## config.mk

```make
export PLATFORM = sky130hd
export DESIGN_NAME = gate_deadtime
export DESIGN_NICKNAME = d
export VERILOG_FILES = /design/src/rtl/gate_deadtime.sv
export SDC_FILE = /design/constraint.sdc
export NUM_CORES = 1
export LEC_CHECK = 0
export BUFFER_PORTS_ARGS = -buffer_cell sky130_fd_sc_hd__buf_2
export CELL_PAD_IN_SITES_DETAIL_PLACEMENT = 2
export CELL_PAD_IN_SITES_GLOBAL_PLACEMENT = 2
export CORE_UTILIZATION = 30
export CTS_CLUSTER_SIZE = 25
export DETAILED_ROUTE_END_ITERATION = 16
export PLACE_DENSITY = 0.63
export RECOVER_POWER = 25
export SYNTH_ARGS = -nofsm -noshare
export SYNTH_HDL_FRONTEND = slang
export SYNTH_SLANG_ARGS = --single-unit
```

## constraint.sdc

```tcl
create_clock -name i_clock -period 2.3 [get_ports i_clock]
set_input_delay 0.345 -clock i_clock [delete_from_list [all_inputs] [get_ports i_clock]]
set_output_delay 0.345 -clock i_clock [all_outputs]
set_load 0.02 [all_outputs]
```

## src/rtl/gate_deadtime.sv

```systemverilog
// Dead-time inserter for two half-bridge legs: each leg is gated by its own
// FSM so the high and low switches never conduct together.
module gate_deadtime #(
  parameter int unsigned DEADTIME = 20,
  parameter int unsigned MIN_ON   = 10
) (
  input  logic       i_clock,
  input  logic       i_RESET,
  input  logic [3:0] i_MOSFET,
  output logic [3:0] o_GATE,
  output logic [1:0] o_fault,
  output logic [1:0] o_dead
);

  typedef enum logic [2:0] {S_OFF, S_HI_ON, S_LO_ON, S_DEAD, S_FAULT} leg_state_e;
  // Encoded as {lo, hi} so a leg's command pair casts straight into a request.
  typedef enum logic [1:0] {REQ_OFF = 2'b00, REQ_HI = 2'b01, REQ_LO = 2'b10, REQ_ILL = 2'b11} leg_req_e;

  localparam logic [7:0] DEAD_LOAD = 8'(DEADTIME);
  localparam logic [7:0] MIN_ON_T  = 8'(MIN_ON);

  logic [3:0] cmd_q;
  leg_state_e state_q    [2];
  leg_state_e state_d    [2];
  logic [7:0] dead_cnt_q [2];
  logic [7:0] dead_cnt_d [2];
  logic [7:0] on_cnt_q   [2];
  logic [7:0] on_cnt_d   [2];
  logic [3:0] gate_q, gate_d;
  logic [1:0] fault_q, fault_d;
  logic [1:0] dead_q, dead_d;

  always_comb begin
    leg_req_e req;
    leg_req_e own;
    // NOTE: every variable gets its hold/default value before any branch, so no path infers a latch.
    req     = REQ_OFF;
    own     = REQ_OFF;
    gate_d  = '0;
    dead_d  = '0;
    fault_d = fault_q;
    for (int l = 0; l < 2; l++) begin
      state_d[l]    = state_q[l];
      dead_cnt_d[l] = dead_cnt_q[l];
      on_cnt_d[l]   = on_cnt_q[l];
      req = leg_req_e'({cmd_q[l+2], cmd_q[l]});
      own = (state_q[l] == S_HI_ON) ? REQ_HI : REQ_LO;

      if (req == REQ_ILL) begin
        state_d[l] = S_FAULT;
      end else begin
        case (state_q[l])
          S_OFF: begin
            if (req != REQ_OFF) begin
              state_d[l]    = S_DEAD;
              dead_cnt_d[l] = DEAD_LOAD;
            end
          end
          S_HI_ON, S_LO_ON: begin
            on_cnt_d[l] = (on_cnt_q[l] == 8'hFF) ? 8'hFF : on_cnt_q[l] + 8'd1;
            if (req == REQ_OFF) begin
              state_d[l] = S_OFF;
            end else if (req != own && on_cnt_q[l] >= MIN_ON_T) begin
              state_d[l]    = S_DEAD;
              dead_cnt_d[l] = DEAD_LOAD;
            end
          end
          S_DEAD: begin
            // Exit side is whatever is requested on the last dead cycle.
            if (dead_cnt_q[l] <= 8'd1) begin
              dead_cnt_d[l] = 8'd0;
              on_cnt_d[l]   = 8'd0;
              case (req)
                REQ_HI:  state_d[l] = S_HI_ON;
                REQ_LO:  state_d[l] = S_LO_ON;
                default: state_d[l] = S_OFF;
              endcase
            end else begin
              dead_cnt_d[l] = dead_cnt_q[l] - 8'd1;
            end
          end
          default: state_d[l] = S_FAULT;
        endcase
      end

      fault_d[l]  = fault_q[l] | (state_d[l] == S_FAULT);
      dead_d[l]   = (state_d[l] == S_DEAD);
      gate_d[l]   = (state_d[l] == S_HI_ON);
      gate_d[l+2] = (state_d[l] == S_LO_ON);
    end
  end

  // Outputs are registered from next state so gates drop with the state change.
  always_ff @(posedge i_clock or posedge i_RESET) begin
    if (i_RESET) begin
      cmd_q   <= '0;
      gate_q  <= '0;
      fault_q <= '0;
      dead_q  <= '0;
      for (int l = 0; l < 2; l++) begin
        state_q[l]    <= S_OFF;
        dead_cnt_q[l] <= '0;
        on_cnt_q[l]   <= '0;
      end
    end else begin
      // NOTE: non-blocking updates so every flop samples the pre-edge values.
      cmd_q   <= i_MOSFET;
      gate_q  <= gate_d;
      fault_q <= fault_d;
      dead_q  <= dead_d;
      for (int l = 0; l < 2; l++) begin
        state_q[l]    <= state_d[l];
        dead_cnt_q[l] <= dead_cnt_d[l];
        on_cnt_q[l]   <= on_cnt_d[l];
      end
    end
  end

  assign o_GATE  = gate_q;
  assign o_fault = fault_q;
  assign o_dead  = dead_q;

  a_no_shoot_through : assert property (@(posedge i_clock) disable iff (i_RESET)
    !(o_GATE[0] && o_GATE[2]) && !(o_GATE[1] && o_GATE[3]));

endmodule

```

==> results.yml <==
floorplan:
  io_pins: 14
  die_x_um: 101
  fp.coreArea_mm2: 0.00937
  dieArea_mm2: 0.0102
  start_util: 0.313
  die_y_um: 101
  fp-row-count: 35
timing:
  max_slew_margin: 0.425
  tightest_slew_ns: 0.862
  min_period_over_period: 0.890
  rsz0062_at_grt: "false"
  setup_violations: 0
  period_minus_slack_ns: 2.05
  finalHoldViolCount: 0
  maxSlewViolCount: 0
  fin_skew_ns: 0.0183
  holdWs_ns: 0.136
  fmax_mhz: 488
  setup-tns-final_ns: 0
clock_network:
  worstSkewPairLatency_ns: 0.31
  cts_max_path_buffers: 2
  clk_pin_slew_ns: 0.11
  cts_root_buf: "clkbuf_8"
  postCtsSetupRepairBufs: 0
  htree_levels: 2
  postCtsHoldBufs: 0
  cts_sinks: 50
  tritoncts: "built"
  numCtsBuffers: 5
  ctsResizeCount: 0
synthesis:
  synthFlopType: "dfrtp_1"
  syn_area_mm2: 0.00293
  yosys.area_share.simple: 0.205
  synthTopCellsByArea: "dfrtp_1, a21oi_1, ha_1"
  synth_seq_cells: 50
  synth-compound-area-share: 0.276
  syn_avg_cell_area_um2: 9.75
  yosysTopAreaCell: "dfrtp_1"
  synth_top_area_frac: 0.426
  synth_warnings: 0
  synth_seq_area_share: 0.426
  synth_edf_count: 0
  yosysUniqueCellTypes: 65
  syn_inst: 301
  synth_mux_area_frac: 0.00341
  synth_top_family_by_area: "compound AO/OA/AOI/OAI gates"
  synth_nets: 315
  async_reset_ff_frac: 1.00
  synth_fa_ha_area_frac: 0.0341
  synth_xor_area_frac: 0.00597
final_layout:
  drive_gt1_frac: 0.178
  instances_no_fill: 449
  final_cell_mix: "dfrtp_1, a21oi_1, inv_1"
  final_nets: 333
  syn2layout_area_growth_pct: 11.2
  final_core_util: 0.348
  antennaDiodeCount: 0
  final_common_cell: "dfrtp_1"
status:
  status: "finished clean"
place:
  dp.cells: 441
  gp_congestion: 0.755
  io_buffers: 13
  dp_hpwl_um: 5700
setup_path:
  slowest_stage: "dfrtp_1"
  required_ns: 2.50
  start_kind: "flop"
  cp_max_fo: 11
  crit_chain: "inv_1 -> ha_1 -> or2_2 -> a31o_2 -> o211ai_1 -> a221o_1"
  cp.arrival_ns: 2.25
  worstSetupStartpoint: "dead_cnt_q[0]"
  cp_top_family: "compound AO/OA/AOI/OAI gates"
  endpoint_kind: "flop"
  worst-path-buf-inv: 1
  critical-path-max-stage-delay_ns: 0.44
  r2r_start: "dead_cnt_q[0]"
  worstSetupPathType: "reg2reg"
route:
  drc: 0
  ant_nets: 0
  num_vias: 2445
  drt-initial-drc-count: 33
  drt-wirelength-per-cell_um: 17.3
  first_pass_iters: 4
  vias_per_cell: 5.45
  routed_wl_um: 7750
grt:
  grt_pass1_vias: 2622
  grt.total_usage: 0.166
  antenna_found_initial: 0
  grt_remaining_overflow: 0
  grt_pass1_wl_um: 13400
  grt_max_degree: 30
worst_hold_path:
  hold_start: "i_MOSFET[3]"
  hp-class: "in2reg"
power:
  power_mw: 1.81
  power.density_mw_per_mm2: 554
  power_leakage_nw: 1.42
  ir_drop_mv: 0.216
flow_run:
  max-cap-violations: 0
==> layout make-up <==
cell class / count / area [µm²]
Fill cell: 1079 / 6110
Multi-Input combinational cell: 221 / 1540
Sequential cell: 50 / 1250
Tap cell: 129 / 161
Timing Repair Buffer: 20 / 115
Inverter: 21 / 78.8
Clock buffer: 5 / 68.8
Clock inverter: 3 / 48.8
==> final timing paths <==
path,end,slack [ns],cells past startpoint
worst max-delay path,on_cnt_q[5],0.25,6
worst min-delay path,cmd_q[3],0.14,1
worst max register to register,on_cnt_q[5],0.25,6
worst min register to register,o_fault[1],0.49,1
max in group asynchronous,on_cnt_q[11],0.85,3
min in group asynchronous,cmd_q[1],0.20,2
==> cell usage after synthesis, types with 4 or more instances <==
library cell / number
o211ai_1: 7
inv_1: 19
nor3b_1: 4
nor3_1: 11
a221o_1: 5
o31ai_1: 7
o21ai_0: 14
ha_1: 8
nand2_1: 15
nand2b_1: 7
or3_1: 4
a21oi_1: 28
and3_1: 8
a22o_1: 4
nor2_1: 10
nand3_1: 5
dfrtp_1: 50
a41oi_1: 4
or2_2: 6
o2bb2ai_1: 4
o22ai_1: 4
nor4_1: 6
a31oi_1: 5
==> registers in the layout (all words and copies together) (netlist names) <==
| name | cells |
|---|---|
| dead_cnt_q | 16 |
| o_dead | 2 |
| on_cnt_q | 16 |
| state_q | 6 |
| o_fault | 2 |
| o_GATE | 4 |
| cmd_q | 4 |
==> per-stage QoR <==
step | worst slack [ns] | area (µm²)
after global routing | 0.0814 | 3260
after CTS | 0.230 | 3280
after floorplan | 0.613 | 2930
final | 0.253 | 3260
after global placement | 0.387 | 3160
after detailed placement | 0.256 | 3160
==> cell families (layout without fill, tap and decap cells) <==
group / after synthesis / in the layout
adder cells (fa/ha/maj): 8 / 8
AO/OA/AOI/OAI: 110 / 110
buffers and inverters: 30 / 49
AND/OR/NAND/NOR: 100 / 100
multiplexers: 1 / 1
flip-flops: 50 / 50
XOR/XNOR: 2 / 2
==> report_power, final <==
group          internal, mW  total (mW)  switching, mW
Clock                 0.332       0.666          0.334
Combinational        0.0692       0.162         0.0929
Sequential            0.920       0.978         0.0582
Total                  1.32        1.81          0.485
==> routing by layer <==
layer  vias to the layer above  GRT usage  routed length [µm]
li1                       1177          -                   -
met1                      1251      0.217                3710
met2                        13      0.289                3880
met3                         4     0.0236                 112
met4                         0     0.0346                  48
met5                         -          0                   0
(Power assumes the default switching activity.)
